`src/rtl/dcache_line_mover_pkg.sv`:
```
// Shared DCache memory-port definitions: machine width, memory operation codes and the
// line-operation record the DCache controller hands to the line mover.
package dcache_line_mover_pkg;

    localparam int XLEN           = 64;
    localparam int DEF_LINE_WORDS = 8;

    typedef enum logic {
        memory_read  = 1'b0,
        memory_write = 1'b1
    } mem_op_e;

    typedef struct packed {
        mem_op_e          op_type;
        logic [XLEN-1:0]  address;
    } line_op_t;

endpackage

```
`src/rtl/dcache_line_mover_if.sv`:
```
// Bundle of the three channels around the line mover: line command in, line done out,
// and the word-granular req/resp memory channel.
interface dcache_line_mover_if
    import dcache_line_mover_pkg::*;
#(
    parameter int LINE_WORDS = DEF_LINE_WORDS
);

    logic                       cmd_valid;
    logic                       cmd_ready;
    logic                       cmd_type;
    logic [XLEN-1:0]            cmd_address;
    logic [LINE_WORDS*XLEN-1:0] cmd_line;

    logic                       done_valid;
    logic                       done_ready;
    logic                       done_type;
    logic [XLEN-1:0]            done_address;
    logic [LINE_WORDS*XLEN-1:0] done_line;
    logic                       done_error;

    logic                       mem_req_type;
    logic [XLEN-1:0]            mem_req_address;
    logic [XLEN-1:0]            mem_req_data;
    logic [1:0]                 mem_req_length;
    logic                       mem_req_valid;
    logic                       mem_req_ready;
    logic [XLEN-1:0]            mem_resp_address;
    logic [XLEN-1:0]            mem_resp_data;
    logic                       mem_resp_valid;
    logic                       mem_resp_ready;

    // master: the line mover itself
    modport master (
        input  cmd_valid, cmd_type, cmd_address, cmd_line,
        output cmd_ready,
        output done_valid, done_type, done_address, done_line, done_error,
        input  done_ready,
        output mem_req_type, mem_req_address, mem_req_data, mem_req_length, mem_req_valid,
        input  mem_req_ready,
        input  mem_resp_address, mem_resp_data, mem_resp_valid,
        output mem_resp_ready
    );

    // slave: controller plus memory responder facing the mover
    modport slave (
        output cmd_valid, cmd_type, cmd_address, cmd_line,
        input  cmd_ready,
        input  done_valid, done_type, done_address, done_line, done_error,
        output done_ready,
        input  mem_req_type, mem_req_address, mem_req_data, mem_req_length, mem_req_valid,
        output mem_req_ready,
        output mem_resp_address, mem_resp_data, mem_resp_valid,
        input  mem_resp_ready
    );

endinterface

```
`src/rtl/dcache_line_mover.sv`:
```
// Turns one line refill/writeback command into LINE_WORDS sequential word requests,
// one outstanding at a time, and reports the assembled line on the done channel.
//
//   state | meaning
//   IDLE  | waiting for a line command (cmd_ready high)
//   REQ   | presenting word idx request on the memory channel
//   RESP  | waiting for the response to word idx
//   DONE  | holding the finished line until the consumer takes it
module dcache_line_mover
    import dcache_line_mover_pkg::*;
#(
    parameter int LINE_WORDS = DEF_LINE_WORDS,
    parameter int WORD_LEN   = 3
) (
    input  logic                clk,
    input  logic                reset,
    dcache_line_mover_if.master bus
);

    localparam int WORD_BYTES = XLEN / 8;
    localparam int IDX_W      = $clog2(LINE_WORDS);
    localparam int WORD_SHIFT = $clog2(WORD_BYTES);
    localparam logic [XLEN-1:0] OFS_MASK = XLEN'(LINE_WORDS * WORD_BYTES - 1);

    typedef enum logic [1:0] {
        IDLE,
        REQ,
        RESP,
        DONE
    } state_t;

    state_t                           state_q;
    state_t                           state_d;
    logic [IDX_W-1:0]                 idx_q;
    line_op_t                         op_q;
    logic [LINE_WORDS-1:0][XLEN-1:0]  line_q;
    logic                             err_q;

    logic             cmd_fire;
    logic             resp_fire;
    logic             last_word;
    logic [XLEN-1:0]  req_address;

    assign cmd_fire    = (state_q == IDLE) && bus.cmd_valid;
    assign resp_fire   = (state_q == RESP) && bus.mem_resp_valid;
    assign last_word   = (idx_q == IDX_W'(LINE_WORDS - 1));
    // wraps modulo 2^XLEN like the rest of the address path
    assign req_address = op_q.address + (XLEN'(idx_q) << WORD_SHIFT);

    always_ff @(posedge clk) begin
        if (reset) begin
            state_q <= IDLE;
        end else begin
            state_q <= state_d;
        end
    end

    always_comb begin
        state_d            = state_q;
        bus.cmd_ready      = 1'b0;
        bus.mem_req_valid  = 1'b0;
        bus.mem_resp_ready = 1'b0;
        bus.done_valid     = 1'b0;
        unique case (state_q)
            IDLE: begin
                bus.cmd_ready = 1'b1;
                if (bus.cmd_valid) begin
                    state_d = REQ;
                end
            end
            REQ: begin
                bus.mem_req_valid = 1'b1;
                if (bus.mem_req_ready) begin
                    state_d = RESP;
                end
            end
            RESP: begin
                bus.mem_resp_ready = 1'b1;
                if (bus.mem_resp_valid) begin
                    state_d = last_word ? DONE : REQ;
                end
            end
            DONE: begin
                bus.done_valid = 1'b1;
                if (bus.done_ready) begin
                    state_d = IDLE;
                end
            end
            default: begin
                state_d = IDLE;
            end
        endcase
    end

    // Refill words land in the same buffer that holds writeback data, so done_line
    // needs no mux between the two operation types.
    always_ff @(posedge clk) begin
        if (reset) begin
            idx_q  <= '0;
            op_q   <= '0;
            line_q <= '0;
            err_q  <= 1'b0;
        end else begin
            if (cmd_fire) begin
                op_q.op_type <= mem_op_e'(bus.cmd_type);
                op_q.address <= bus.cmd_address & ~OFS_MASK;
                line_q       <= bus.cmd_line;
                idx_q        <= '0;
                err_q        <= 1'b0;
            end
            if (resp_fire) begin
                if (op_q.op_type == memory_read) begin
                    line_q[idx_q] <= bus.mem_resp_data;
                end
                if (bus.mem_resp_address != req_address) begin
                    err_q <= 1'b1;
                end
                if (!last_word) begin
                    idx_q <= idx_q + IDX_W'(1);
                end
            end
        end
    end

    // Request fields derive only from registers, so they hold steady through any stall.
    assign bus.mem_req_type    = op_q.op_type;
    assign bus.mem_req_address = req_address;
    assign bus.mem_req_data    = (op_q.op_type == memory_write) ? line_q[idx_q] : '0;
    assign bus.mem_req_length  = 2'(WORD_LEN);

    assign bus.done_type    = op_q.op_type;
    assign bus.done_address = op_q.address;
    assign bus.done_line    = line_q;
    assign bus.done_error   = err_q;

endmodule

```
`src/flat_wrapper.sv`:
```
// flat-port wrapper written by rule: the top's interface ports become plain ports
module dcache_line_mover_flat import dcache_line_mover_pkg::*;
#(
    parameter int LINE_WORDS = DEF_LINE_WORDS,
    parameter int WORD_LEN   = 3
)
  (clk, reset, bus_cmd_valid, bus_cmd_type, bus_cmd_address, bus_cmd_line, bus_cmd_ready, bus_done_valid, bus_done_type, bus_done_address, bus_done_line, bus_done_error, bus_done_ready, bus_mem_req_type, bus_mem_req_address, bus_mem_req_data, bus_mem_req_length, bus_mem_req_valid, bus_mem_req_ready, bus_mem_resp_address, bus_mem_resp_data, bus_mem_resp_valid, bus_mem_resp_ready);
  dcache_line_mover_if #(.LINE_WORDS(LINE_WORDS)) bus_i ();
  input  logic clk;
  input  logic reset;
  input wire logic [$bits(bus_i.cmd_valid)-1:0] bus_cmd_valid;
  input wire logic [$bits(bus_i.cmd_type)-1:0] bus_cmd_type;
  input wire logic [$bits(bus_i.cmd_address)-1:0] bus_cmd_address;
  input wire logic [$bits(bus_i.cmd_line)-1:0] bus_cmd_line;
  output wire logic [$bits(bus_i.cmd_ready)-1:0] bus_cmd_ready;
  output wire logic [$bits(bus_i.done_valid)-1:0] bus_done_valid;
  output wire logic [$bits(bus_i.done_type)-1:0] bus_done_type;
  output wire logic [$bits(bus_i.done_address)-1:0] bus_done_address;
  output wire logic [$bits(bus_i.done_line)-1:0] bus_done_line;
  output wire logic [$bits(bus_i.done_error)-1:0] bus_done_error;
  input wire logic [$bits(bus_i.done_ready)-1:0] bus_done_ready;
  output wire logic [$bits(bus_i.mem_req_type)-1:0] bus_mem_req_type;
  output wire logic [$bits(bus_i.mem_req_address)-1:0] bus_mem_req_address;
  output wire logic [$bits(bus_i.mem_req_data)-1:0] bus_mem_req_data;
  output wire logic [$bits(bus_i.mem_req_length)-1:0] bus_mem_req_length;
  output wire logic [$bits(bus_i.mem_req_valid)-1:0] bus_mem_req_valid;
  input wire logic [$bits(bus_i.mem_req_ready)-1:0] bus_mem_req_ready;
  input wire logic [$bits(bus_i.mem_resp_address)-1:0] bus_mem_resp_address;
  input wire logic [$bits(bus_i.mem_resp_data)-1:0] bus_mem_resp_data;
  input wire logic [$bits(bus_i.mem_resp_valid)-1:0] bus_mem_resp_valid;
  output wire logic [$bits(bus_i.mem_resp_ready)-1:0] bus_mem_resp_ready;
  assign bus_i.cmd_valid = bus_cmd_valid;
  assign bus_i.cmd_type = bus_cmd_type;
  assign bus_i.cmd_address = bus_cmd_address;
  assign bus_i.cmd_line = bus_cmd_line;
  assign bus_cmd_ready = bus_i.cmd_ready;
  assign bus_done_valid = bus_i.done_valid;
  assign bus_done_type = bus_i.done_type;
  assign bus_done_address = bus_i.done_address;
  assign bus_done_line = bus_i.done_line;
  assign bus_done_error = bus_i.done_error;
  assign bus_i.done_ready = bus_done_ready;
  assign bus_mem_req_type = bus_i.mem_req_type;
  assign bus_mem_req_address = bus_i.mem_req_address;
  assign bus_mem_req_data = bus_i.mem_req_data;
  assign bus_mem_req_length = bus_i.mem_req_length;
  assign bus_mem_req_valid = bus_i.mem_req_valid;
  assign bus_i.mem_req_ready = bus_mem_req_ready;
  assign bus_i.mem_resp_address = bus_mem_resp_address;
  assign bus_i.mem_resp_data = bus_mem_resp_data;
  assign bus_i.mem_resp_valid = bus_mem_resp_valid;
  assign bus_mem_resp_ready = bus_i.mem_resp_ready;
  dcache_line_mover #(.LINE_WORDS(LINE_WORDS), .WORD_LEN(WORD_LEN)) u_core (.clk(clk), .reset(reset), .bus(bus_i));
endmodule
```
`config.mk`:
```
export PLATFORM = sky130hd
export DESIGN_NAME = dcache_line_mover_flat
export DESIGN_NICKNAME = d
export VERILOG_FILES = /design/src/rtl/dcache_line_mover_pkg.sv /design/src/rtl/dcache_line_mover_if.sv /design/src/rtl/dcache_line_mover.sv /design/src/flat_wrapper.sv
export SDC_FILE = /design/constraint.sdc
export NUM_CORES = 2
export LEC_CHECK = 0
export ABC_AREA = 1
export CAP_MARGIN = 20
export CORE_AREA = 2 2 560 562
export CTS_CLUSTER_SIZE = 30
export DETAILED_ROUTE_END_ITERATION = 8
export DIE_AREA = 0 0 562 564
export SLEW_MARGIN = 20
export SYNTH_ARGS = -nofsm -noshare
export SYNTH_HDL_FRONTEND = slang
export SYNTH_SLANG_ARGS = --single-unit
```
`constraint.sdc`:
```
create_clock -name clk -period 2.8 [get_ports clk]
set_clock_uncertainty 0.15 [all_clocks]
set_input_delay 0.42 -clock clk [delete_from_list [all_inputs] [get_ports clk]]
set_output_delay 0.42 -clock clk [all_outputs]
set_load 0.1 [all_outputs]
```
==> impl_metrics.yaml <==
status:
  status: "finished, violations left"
  violations: "design-rule violations, negative setup slack"
layout:
  final_area_um2: 55700
  layout_common_cells: "1864 x nand2_1, 756 x buf_4, 704 x clkdlybuf4s50_1"
  nets: 6810
  layout-drive-gt1-share_pct: 23.2
  layout.cells.most_common: "nand2_1"
  multi_input_area_um2: 17600
  utilization_pct: 17.9
  num-fill-cells: 35337
  seqCellArea_um2: 11600
  layout-area-overhead-vs-synth_pct: 85.9
  fin_cells: 10332
floorplan:
  die_area_um2: 317000
  rows: 205
  initial_utilization_pct: 9.64
  io_pins: 1424
  die_h_um: 564
  die_x_um: 562
  core_um2: 311000
sta:
  max_freq_mhz: 298
  maxSlewHeadroom_pct: 41.7
  worst_pin_slew_ns: 0.880
  setup_viol: 64
  drv_slew: 0
  hold_ws_ns: 0.111
  period_share_pct: 120
  timing.setup.tns_ns: -30.35
  fin_crit_ns: 3.36
  rsz0062_at_grt: "true"
  fin_ws_ns: -0.561
  hold_viol_final: 0
clock_network:
  numCtsBuffers: 81
  cts_buffer_depth: 4
  cts_num_sinks: 577
  clk_pin_slew_worst_paths_ns: 0.06
  cts_htree_levels: 3
  cts-root-buf: "clkbuf_16"
  clk_latency_ns: 0.81
  cts_tree: "done"
min_path:
  min_from: "bus_cmd_address[45]"
  hold_depth: 3
  holdPathEnd: "u_core.bus.done_address[45]$_SDFFE_PP0P_"
  min_path_type: "input pin to flop"
grt:
  grt_max_degree: 84
  overflow: 0
  grt_pass1_vias: 37376
  grt_usage_pct: 19.6
  antenna_found_initial: 114
  grt_pass1_wl_um: 406000
detailed_routing:
  vias_per_cell: 3.97
  wl_per_cell_um: 32.0
  drt_pass1_iterations: 9
  routed_wl_um: 330000
  drtAntennaViolNets: 0
  route.detailed.drc: 3
  vias: 41031
  first_iter_violations: 4803
placed_design:
  gp_congestion: 0.981
  io_buffer_count: 1406
  dp_hpwl_um: 266000
  dp_cells: 10066
  pre_cts_ws_ns: -0.169
  dpl-instance-area_um2: 50100
power:
  p_leak_nw: 23.9
  powerDensity_nw_per_um2: 978
  ir_worst_vdd_v: 0.000635
  p_total_mw: 54.5
setup_path:
  cp-end-kind: "primary output"
  crit_top_cell: "buf_12"
  critPathKind: "flop to primary output"
  crit_path_top_delay_cell: "dfxtp_4"
  max_stage_delay_ns: 0.39
  crit_chain: "buf_12 -> nor3_4 -> buf_12 -> buf_12 -> buf_16 -> nand2_1 -> nand2_1 -> a221oi_2 -> a31oi_4 -> buf_12"
  crit_fanout: 5
  worst_path_dominant_cell_family: "buffers and inverters"
  r2r-start: "u_core.bus.done_type$_SDFFE_PP0P_"
  start_kind: "flop"
  r2r-end: "u_core.bus.done_line[27]$_SDFF_PP0_"
  arrival_ns: 2.79
  r2r_setup_slack_ns: 0.28
  r2r_cells: 7
  cp_num_buf_inv: 5
  crit_required_ns: 2.23
synth:
  ys_ff_latch: 577
  synth_cells: 4686
  synth_adder_area_share_pct: 0.0835
  synth_compound_area_share_pct: 25.7
  ys_seq_area_share_pct: 38.5
  synth_xor_xnor_area_share_pct: 0.175
  synth_warnings: 0
  muxShareOfSynthArea_pct: 0
  synth_edf_count: 0
  async_flop_share_pct: 0
  synthFlopType: "dfxtp_1"
  synth_area_um2: 30000
  yosys.area_share.simple_pct: 25.4
  synth_cell_types: 38
  avgSynthCellArea_um2: 6.40
  synth_top_family_by_area: "compound AO/OA/AOI/OAI gates"
flow_run:
  max-cap-violations: 0
## report_power, final
group          total (mW)  internal, mW  switching, mW
logic                31.2          7.16           24.1
clock network        11.0          6.40           4.65
registers            12.2          9.80           2.39
## final cells by class
class                           count  share of cell area [%]
Inverter                          232                    1.74
Clock inverter                     30                   0.752
Tap cell                         4140                    9.29
Sequential cell                   577                    20.7
Clock buffer                      112                    4.11
Antenna cell                       36                   0.162
Timing Repair Buffer             1748                    31.7
Multi-Input combinational cell   3457                    31.5
## synth_stat cells, drive strengths merged (2+ instances only)
master	n	area, µm²
a22oi	36	270
dfxtp	577	11600
a22o	24	210
conb	2	7.51
a211oi	6	45.0
inv	230	863
o211a	4	40.0
o221ai	2	17.5
nor2	80	310
nor3	3	31.3
xnor2	2	17.5
o22ai	4	25.0
o21ai	622	3110
a41oi	7	61.3
a21oi	624	3120
nand3	7	40.0
xor2	4	35.0
a221oi	78	683
nand2	1921	7220
clkbuf	174	653
clkinv	2	7.51
buf	255	1490
ha	2	25.0
a31oi	16	100
## logic make-up (layout without fill, tap and decap cells)
family | Yosys count | in the layout
compound gates | 1425 | 1425
other cells | 2 | 47
buf+inv | 661 | 2122
xor+xnor | 6 | 6
flops | 577 | 577
simple gates | 2013 | 2013
fa+ha+maj | 2 | 2
## sequential cells by signal (all words and copies together), names as in the netlist
register                 cells
u_core.bus.done_address     58
u_core.bus.done_type         1
u_core.bus.done_error        1
u_core.idx_q                 3
u_core.bus.done_line       512
u_core.state_q               2
## worst reg2reg max path, delay by kind of cell, from the launching register on
kind	cells	cell delay, ns
AND/OR/NAND/NOR	2	0.44
flip-flops	1	0.36
buffers and inverters	3	0.97
AO/OA/AOI/OAI	2	0.50
## worst max path at each step
stage	slack (ns)	cells past startpoint	end	start
2_1_floorplan	-0.09	4	bus_mem_req_data[10]	u_core.bus.done_type$_SDFFE_PP0P_
3_3_place_gp	-0.16	9	bus_mem_req_data[25]	u_core.idx_q[2]$_SDFF_PP0_
3_5_place_dp	-0.17	9	bus_mem_req_data[25]	u_core.idx_q[2]$_SDFF_PP0_
4_1_cts	-0.67	9	bus_mem_req_data[25]	u_core.idx_q[0]$_SDFF_PP0_
5_1_grt	-0.67	10	bus_mem_req_data[52]	u_core.idx_q[0]$_SDFF_PP0_
6_report	-0.56	10	bus_mem_req_data[52]	u_core.idx_q[0]$_SDFF_PP0_
## layer usage
metal | vias up | routed length (µm) | GRT usage, %
met5 | - | 197 | 0
met4 | 30 | 19800 | 9.83
met3 | 591 | 42300 | 9.10
met2 | 2748 | 145000 | 31.0
met1 | 19461 | 123000 | 22.1
li1 | 18201 | - | -
## what timing repair did
action                                  CTS  global route
gates resized for setup                 187           146
hold buffers                              0             0
endpoints found under the setup margin   65            64
cloned                                   10             9
endpoints found under the hold margin     0             0
pin swaps                                30            55
setup buffers                            41            40
Note: power is estimated with default switching activity, not from simulation.
